--- config.mk ---
export PLATFORM = sky130hd
export DESIGN_NAME = aes_block_loader_flat
export DESIGN_NICKNAME = d
export VERILOG_FILES = /design/src/rtl/aes_block_loader_if.sv /design/src/rtl/aes_block_loader.sv /design/src/flat_wrapper.sv
export SDC_FILE = /design/constraint.sdc
export NUM_CORES = 1
export LEC_CHECK = 0
export CAP_MARGIN = 20
export CORE_MARGIN = 5
export CORE_UTILIZATION = 49
export DETAILED_ROUTE_END_ITERATION = 12
export PLACE_DENSITY_LB_ADDON = 0.05
export SYNTH_ARGS = -nofsm -noshare
export SYNTH_HDL_FRONTEND = slang
export SYNTH_SLANG_ARGS = --single-unit
--- constraint.sdc ---
create_clock -name clk -period 2.7 [get_ports clk]
set_input_delay 0.27 -clock clk [delete_from_list [all_inputs] [get_ports clk]]
set_output_delay 0.27 -clock clk [all_outputs]
set_load 0.03 [all_outputs]
--- src/rtl/aes_block_loader_if.sv ---
// aes_block_loader_if: word-in / block-out handshake bundle for the AES block loader
interface aes_block_loader_if #(
  parameter int BUS_W = 32,
  parameter int WORDS = 4,
  parameter int CNT_W = 16
);
  logic                   in_valid;
  logic                   in_sof;
  logic [BUS_W-1:0]       in_data;
  logic                   in_ready;
  logic                   blk_valid;
  logic                   blk_ready;
  logic [BUS_W*WORDS-1:0] blk_data;
  logic                   sync_err;
  logic [CNT_W-1:0]       blk_count;
  modport master (
    output in_valid, in_sof, in_data, blk_ready,
    input  in_ready, blk_valid, blk_data, sync_err, blk_count
  );
  modport slave (
    input  in_valid, in_sof, in_data, blk_ready,
    output in_ready, blk_valid, blk_data, sync_err, blk_count
  );
endinterface

--- src/rtl/aes_block_loader.sv ---
// aes_block_loader: packs a 32-bit word stream into registered 128-bit blocks with resync and a handoff counter
module aes_block_loader #(
  parameter int BUS_W = 32,
  parameter int WORDS = 4,
  parameter int CNT_W = 16
) (
  input logic clk,
  input logic rst,
  aes_block_loader_if.slave bus
);
  localparam int BLK_W = BUS_W * WORDS;
  localparam int WC_W  = $clog2(WORDS);
  typedef enum logic {FILL, HOLD} state_t;
  state_t           state, state_n;
  logic [WC_W-1:0]  wcnt, wcnt_n;
  logic [BLK_W-1:0] sr, sr_n, data, data_n, shifted;
  logic [CNT_W-1:0] cnt, cnt_n;
  logic             valid, valid_n, err, err_n;
  logic             acc, resync, last, handoff;
  assign bus.in_ready  = !rst && state == FILL;
  assign bus.blk_valid = valid;
  assign bus.blk_data  = data;
  assign bus.sync_err  = err;
  assign bus.blk_count = cnt;
  assign acc     = bus.in_valid && bus.in_ready;
  assign shifted = {sr[BLK_W-BUS_W-1:0], bus.in_data};
  // an sof mid-block restarts framing, so it must never also complete a block
  assign resync  = acc && bus.in_sof && wcnt != '0;
  assign last    = acc && !resync && wcnt == WC_W'(WORDS - 1);
  assign handoff = state == HOLD && valid && bus.blk_ready;
  always_comb begin
    state_n = state == FILL ? (last ? HOLD : FILL) : (handoff ? FILL : HOLD);
    sr_n    = acc ? shifted : sr;
    wcnt_n  = last ? '0 : resync ? WC_W'(1) : acc ? wcnt + 1'b1 : wcnt;
    data_n  = last ? shifted : data;
    valid_n = last ? 1'b1 : handoff ? 1'b0 : valid;
    cnt_n   = handoff ? cnt + 1'b1 : cnt;
    err_n   = resync;
  end
  always_ff @(posedge clk) begin
    if (rst) begin
      state <= FILL;
      wcnt  <= '0;
      sr    <= '0;
      data  <= '0;
      valid <= 1'b0;
      cnt   <= '0;
      err   <= 1'b0;
    end else begin
      state <= state_n;
      wcnt  <= wcnt_n;
      sr    <= sr_n;
      data  <= data_n;
      valid <= valid_n;
      cnt   <= cnt_n;
      err   <= err_n;
    end
  end
endmodule

--- src/flat_wrapper.sv ---
// flat-port wrapper written by rule: the top's interface ports become plain ports
module aes_block_loader_flat 
#(
  parameter int BUS_W = 32,
  parameter int WORDS = 4,
  parameter int CNT_W = 16
)
  (clk, rst, bus_in_valid, bus_in_sof, bus_in_data, bus_blk_ready, bus_in_ready, bus_blk_valid, bus_blk_data, bus_sync_err, bus_blk_count);
  aes_block_loader_if #(.BUS_W(BUS_W), .WORDS(WORDS), .CNT_W(CNT_W)) bus_i ();
  input logic clk;
  input logic rst;
  input wire logic [$bits(bus_i.in_valid)-1:0] bus_in_valid;
  input wire logic [$bits(bus_i.in_sof)-1:0] bus_in_sof;
  input wire logic [$bits(bus_i.in_data)-1:0] bus_in_data;
  input wire logic [$bits(bus_i.blk_ready)-1:0] bus_blk_ready;
  output wire logic [$bits(bus_i.in_ready)-1:0] bus_in_ready;
  output wire logic [$bits(bus_i.blk_valid)-1:0] bus_blk_valid;
  output wire logic [$bits(bus_i.blk_data)-1:0] bus_blk_data;
  output wire logic [$bits(bus_i.sync_err)-1:0] bus_sync_err;
  output wire logic [$bits(bus_i.blk_count)-1:0] bus_blk_count;
  assign bus_i.in_valid = bus_in_valid;
  assign bus_i.in_sof = bus_in_sof;
  assign bus_i.in_data = bus_in_data;
  assign bus_i.blk_ready = bus_blk_ready;
  assign bus_in_ready = bus_i.in_ready;
  assign bus_blk_valid = bus_i.blk_valid;
  assign bus_blk_data = bus_i.blk_data;
  assign bus_sync_err = bus_i.sync_err;
  assign bus_blk_count = bus_i.blk_count;
  aes_block_loader #(.BUS_W(BUS_W), .WORDS(WORDS), .CNT_W(CNT_W)) u_core (.clk(clk), .rst(rst), .bus(bus_i));
endmodule
==> impl_results.md <==
* Residual DRC at 0
* H-tree depth at 1
* Power density over the cells at 660.2 nW/µm²
* Worst Skew at 13.65 ps
* Sequential fraction of the synthesis area at 0.5527
* Asr flop ratio synth at 0
* Period minus WS final at 2004 ps
* Setup TNS at 0 ps
* Largest net degree at the start of global routing at 201
* Die H at 144.6 µm
* CTS tree: built
* CP Data Required Time at 2430 ps
* Combinational power share at 0.035
* CTS resizes at 0
* Reg2reg start: u_core.wcnt[0]$_SDFFE_PP0P_
* Width of the die at 144.6 µm
* P&R area growth vs syn at 30.87%
* Clock Tree Buf Depth at 3
* Multi-input logic area at 3577 µm²
* Int Pwr at 6.049 mW
* Library cells used by synthesis at 29
* Post-CTS Hold Fix Bufs at 0
* Max_slew headroom at 0.4765
* Final Hold Viols at 0
* Worst-path clk slew at 60 ps
* Synthesized flop and latch total at 245
* Vias in the first global route at 6,769
* Sw Ratio at 0.2110
* Crit Path Max Fanout at 5
* R2r setup slk at 750 ps
* Setup violators final at 0
* Slew Limit Fails at 0
* Sink Count at 245
* Top cell type's share of synthesized area at 0.5527
* Leading post-synthesis cells by cell area: dfxtp_1, nand2_1, a21oi_1, nand2b_1, o21ai_0
* Initial antenna violation count at 0
* Tot Pwr at 7.667 mW
* Setup CP Type: reg -> out
* Synth cell count leaders: nand2_1, dfxtp_1, a21oi_1, o21ai_0, nand2b_1
* Core area at 17,900 µm²
* Share of cells above drive strength 1 at 0.04190
* Ys flop type: dfxtp_1
* Root buffer cell: clkbuf_16
* Final Cycle Share at 0.7421
* Switch Pwr at 1.618 mW
* Total gr overflow at 0
* Avg Vias per Cell at 5.008
* Layout Nets at 1,261
* Worst slew pin tran at 785.2 ps
* Worst VDD drop at 0.5918 mV
* Clock Latency Late Sink at 520 ps
* Die ar. at 20,900 µm²
* YS warnings at 0
* Fillers at 1,563
* RePlAce Congestion at 0.7538
* Vias at 7,362
* Total GRT Usage at 0.2082
* Per-cell routed wire length at 15.02 µm
* Post-route ant nets at 0
* CP arrival at 1730 ps
* Cell taking the most area after synthesis: dfxtp_1
* IO Count at 184
* Syn_area_per_cell at 8.224 µm²
* Net count after synthesis at 1,119
* Initial DRC Count at 496
* First-pass GRT wire length at 35.48 mm
* PortBufs at 183
* Final wirelength at 22.08 mm
* CP Launch Point: u_core.state$_SDFF_PP0_
* Count leader, synth: nand2_1
* Fmax at 499.1 MHz
* Number of flops mapped to enable cells by yosys at 0
* RSZ-0062 raised after global routing: false
* Worst Hold Class: in -> reg
* Dpl hpwl at 14.07 mm
* Seq pwr share at 0.490
* Post-Syn Instances at 1,079
* Kind of end point of the critical path: primary output
* First-pass DRT Iterations at 5
* Maximum Capacitance Violations at 0
* Post-CTS setup buffers at 0
* Register area at 4905 µm²
* Lkg Pwr at 3.910 nW
* Status: complete, no violations
* Starting Density at 0.4957
* Hold_sp: rst
* Rows at 49
* Number of diodes at 0
* Total CTS buffers at 26
* Startpoint types: flip-flop
* Mapped Area at 8874 µm²
* Clk network pwr share at 0.475
==> through the flow <==
| stage | cell area, µm² | utilization | std cells | worst slack (ps) | hold slack (ps) |
|---|---|---|---|---|---|
| floorplan | 8874 | - | 1079 | 893.9 | 378.6 |
| global route | 11610 | 0.6487 | 1470 | 529.2 | 121.0 |
| CTS | 11610 | 0.6487 | 1470 | 678.4 | 110.7 |
| global placement | 10720 | 0.5988 | 1422 | 652.3 | 428.3 |
| detailed placement | 10720 | 0.5988 | 1422 | 647.9 | 435.4 |
| finish | 11610 | 0.6487 | 1470 | 696.4 | 127.6 |
==> routing by layer <==
metal	global-route usage	up-vias	wire, µm
li1	-	3775	-
met1	0.3107	3394	10720
met2	0.2992	171	9200
met3	0.06581	22	1856
met4	0.03731	0	305
met5	0	-	0
==> cells by family (layout without fill, tap and decap cells) <==
group                      after synthesis  after routing  share of synthesized area
DFF                                    245            245                     0.5527
AOI/OAI and AO/OA                      232            232                     0.1314
adders and majority gates                3              3                   0.004231
xor gates and xnor gates                10             10                   0.009870
buffers and inverters                   79            241                    0.04597
and+or+nand+nor                        510            510                     0.2558
==> final cells by class <==
| type | count | area share |
|---|---|---|
| Timing Repair Buffer | 191 | 0.1673 |
| Multi-Input combinational cell | 755 | 0.3080 |
| Sequential cell | 245 | 0.4224 |
| Clock inverter | 5 | 0.006680 |
| Tap cell | 229 | 0.02467 |
| Inverter | 2 | 0.0006465 |
| Clock buffer | 43 | 0.07025 |
==> final timing paths <==
| kind | endpoint | cells past startpoint |
|---|---|---|
| min | u_core.wcnt[0]$_SDFFE_PP0P_ | 2 |
| max reg2reg | u_core.bus.blk_data[52]$_SDFFE_PP0P_ | 7 |
| max | bus_in_ready | 2 |
| min reg2reg | u_core.bus.blk_data[112]$_SDFFE_PP0P_ | 2 |
==> worst max-delay path, stage by stage (launching register included) <==
cell,delay (ps)
dfxtp_1,370
nor2_1,160
clkdlybuf4s50_1,700
==> state kept, by name, indices dropped and copies added (netlist names) <==
name                  cells
u_core.bus.blk_valid      1
u_core.state              1
u_core.sr                96
u_core.bus.blk_data     128
u_core.bus.blk_count     16
u_core.bus.sync_err       1
u_core.wcnt               2
==> cells in the final DEF, fill, tap and decap left out, types with 6 or more instances in the layout <==
cell type	count
nand2_1	365
dfxtp_1	245
clkdlybuf4s50_1	182
a21oi_1	128
o21ai_0	102
nand2b_1	97
clkbuf_16	27
nor2_1	14
clkbuf_1	8
clkbuf_8	8
nand3b_1	7
xor2_1	6
==> power by group through the flow <==
stage	clock network (mW)	logic [mW]	registers, mW
finish	3.64	0.267	3.76
global route	3.87	0.299	3.77
CTS	3.71	0.270	3.76
detailed placement	0	0.268	3.84
global placement	0	0.266	3.84
floorplan	0	0.164	3.81
(Power assumes the default switching activity.)
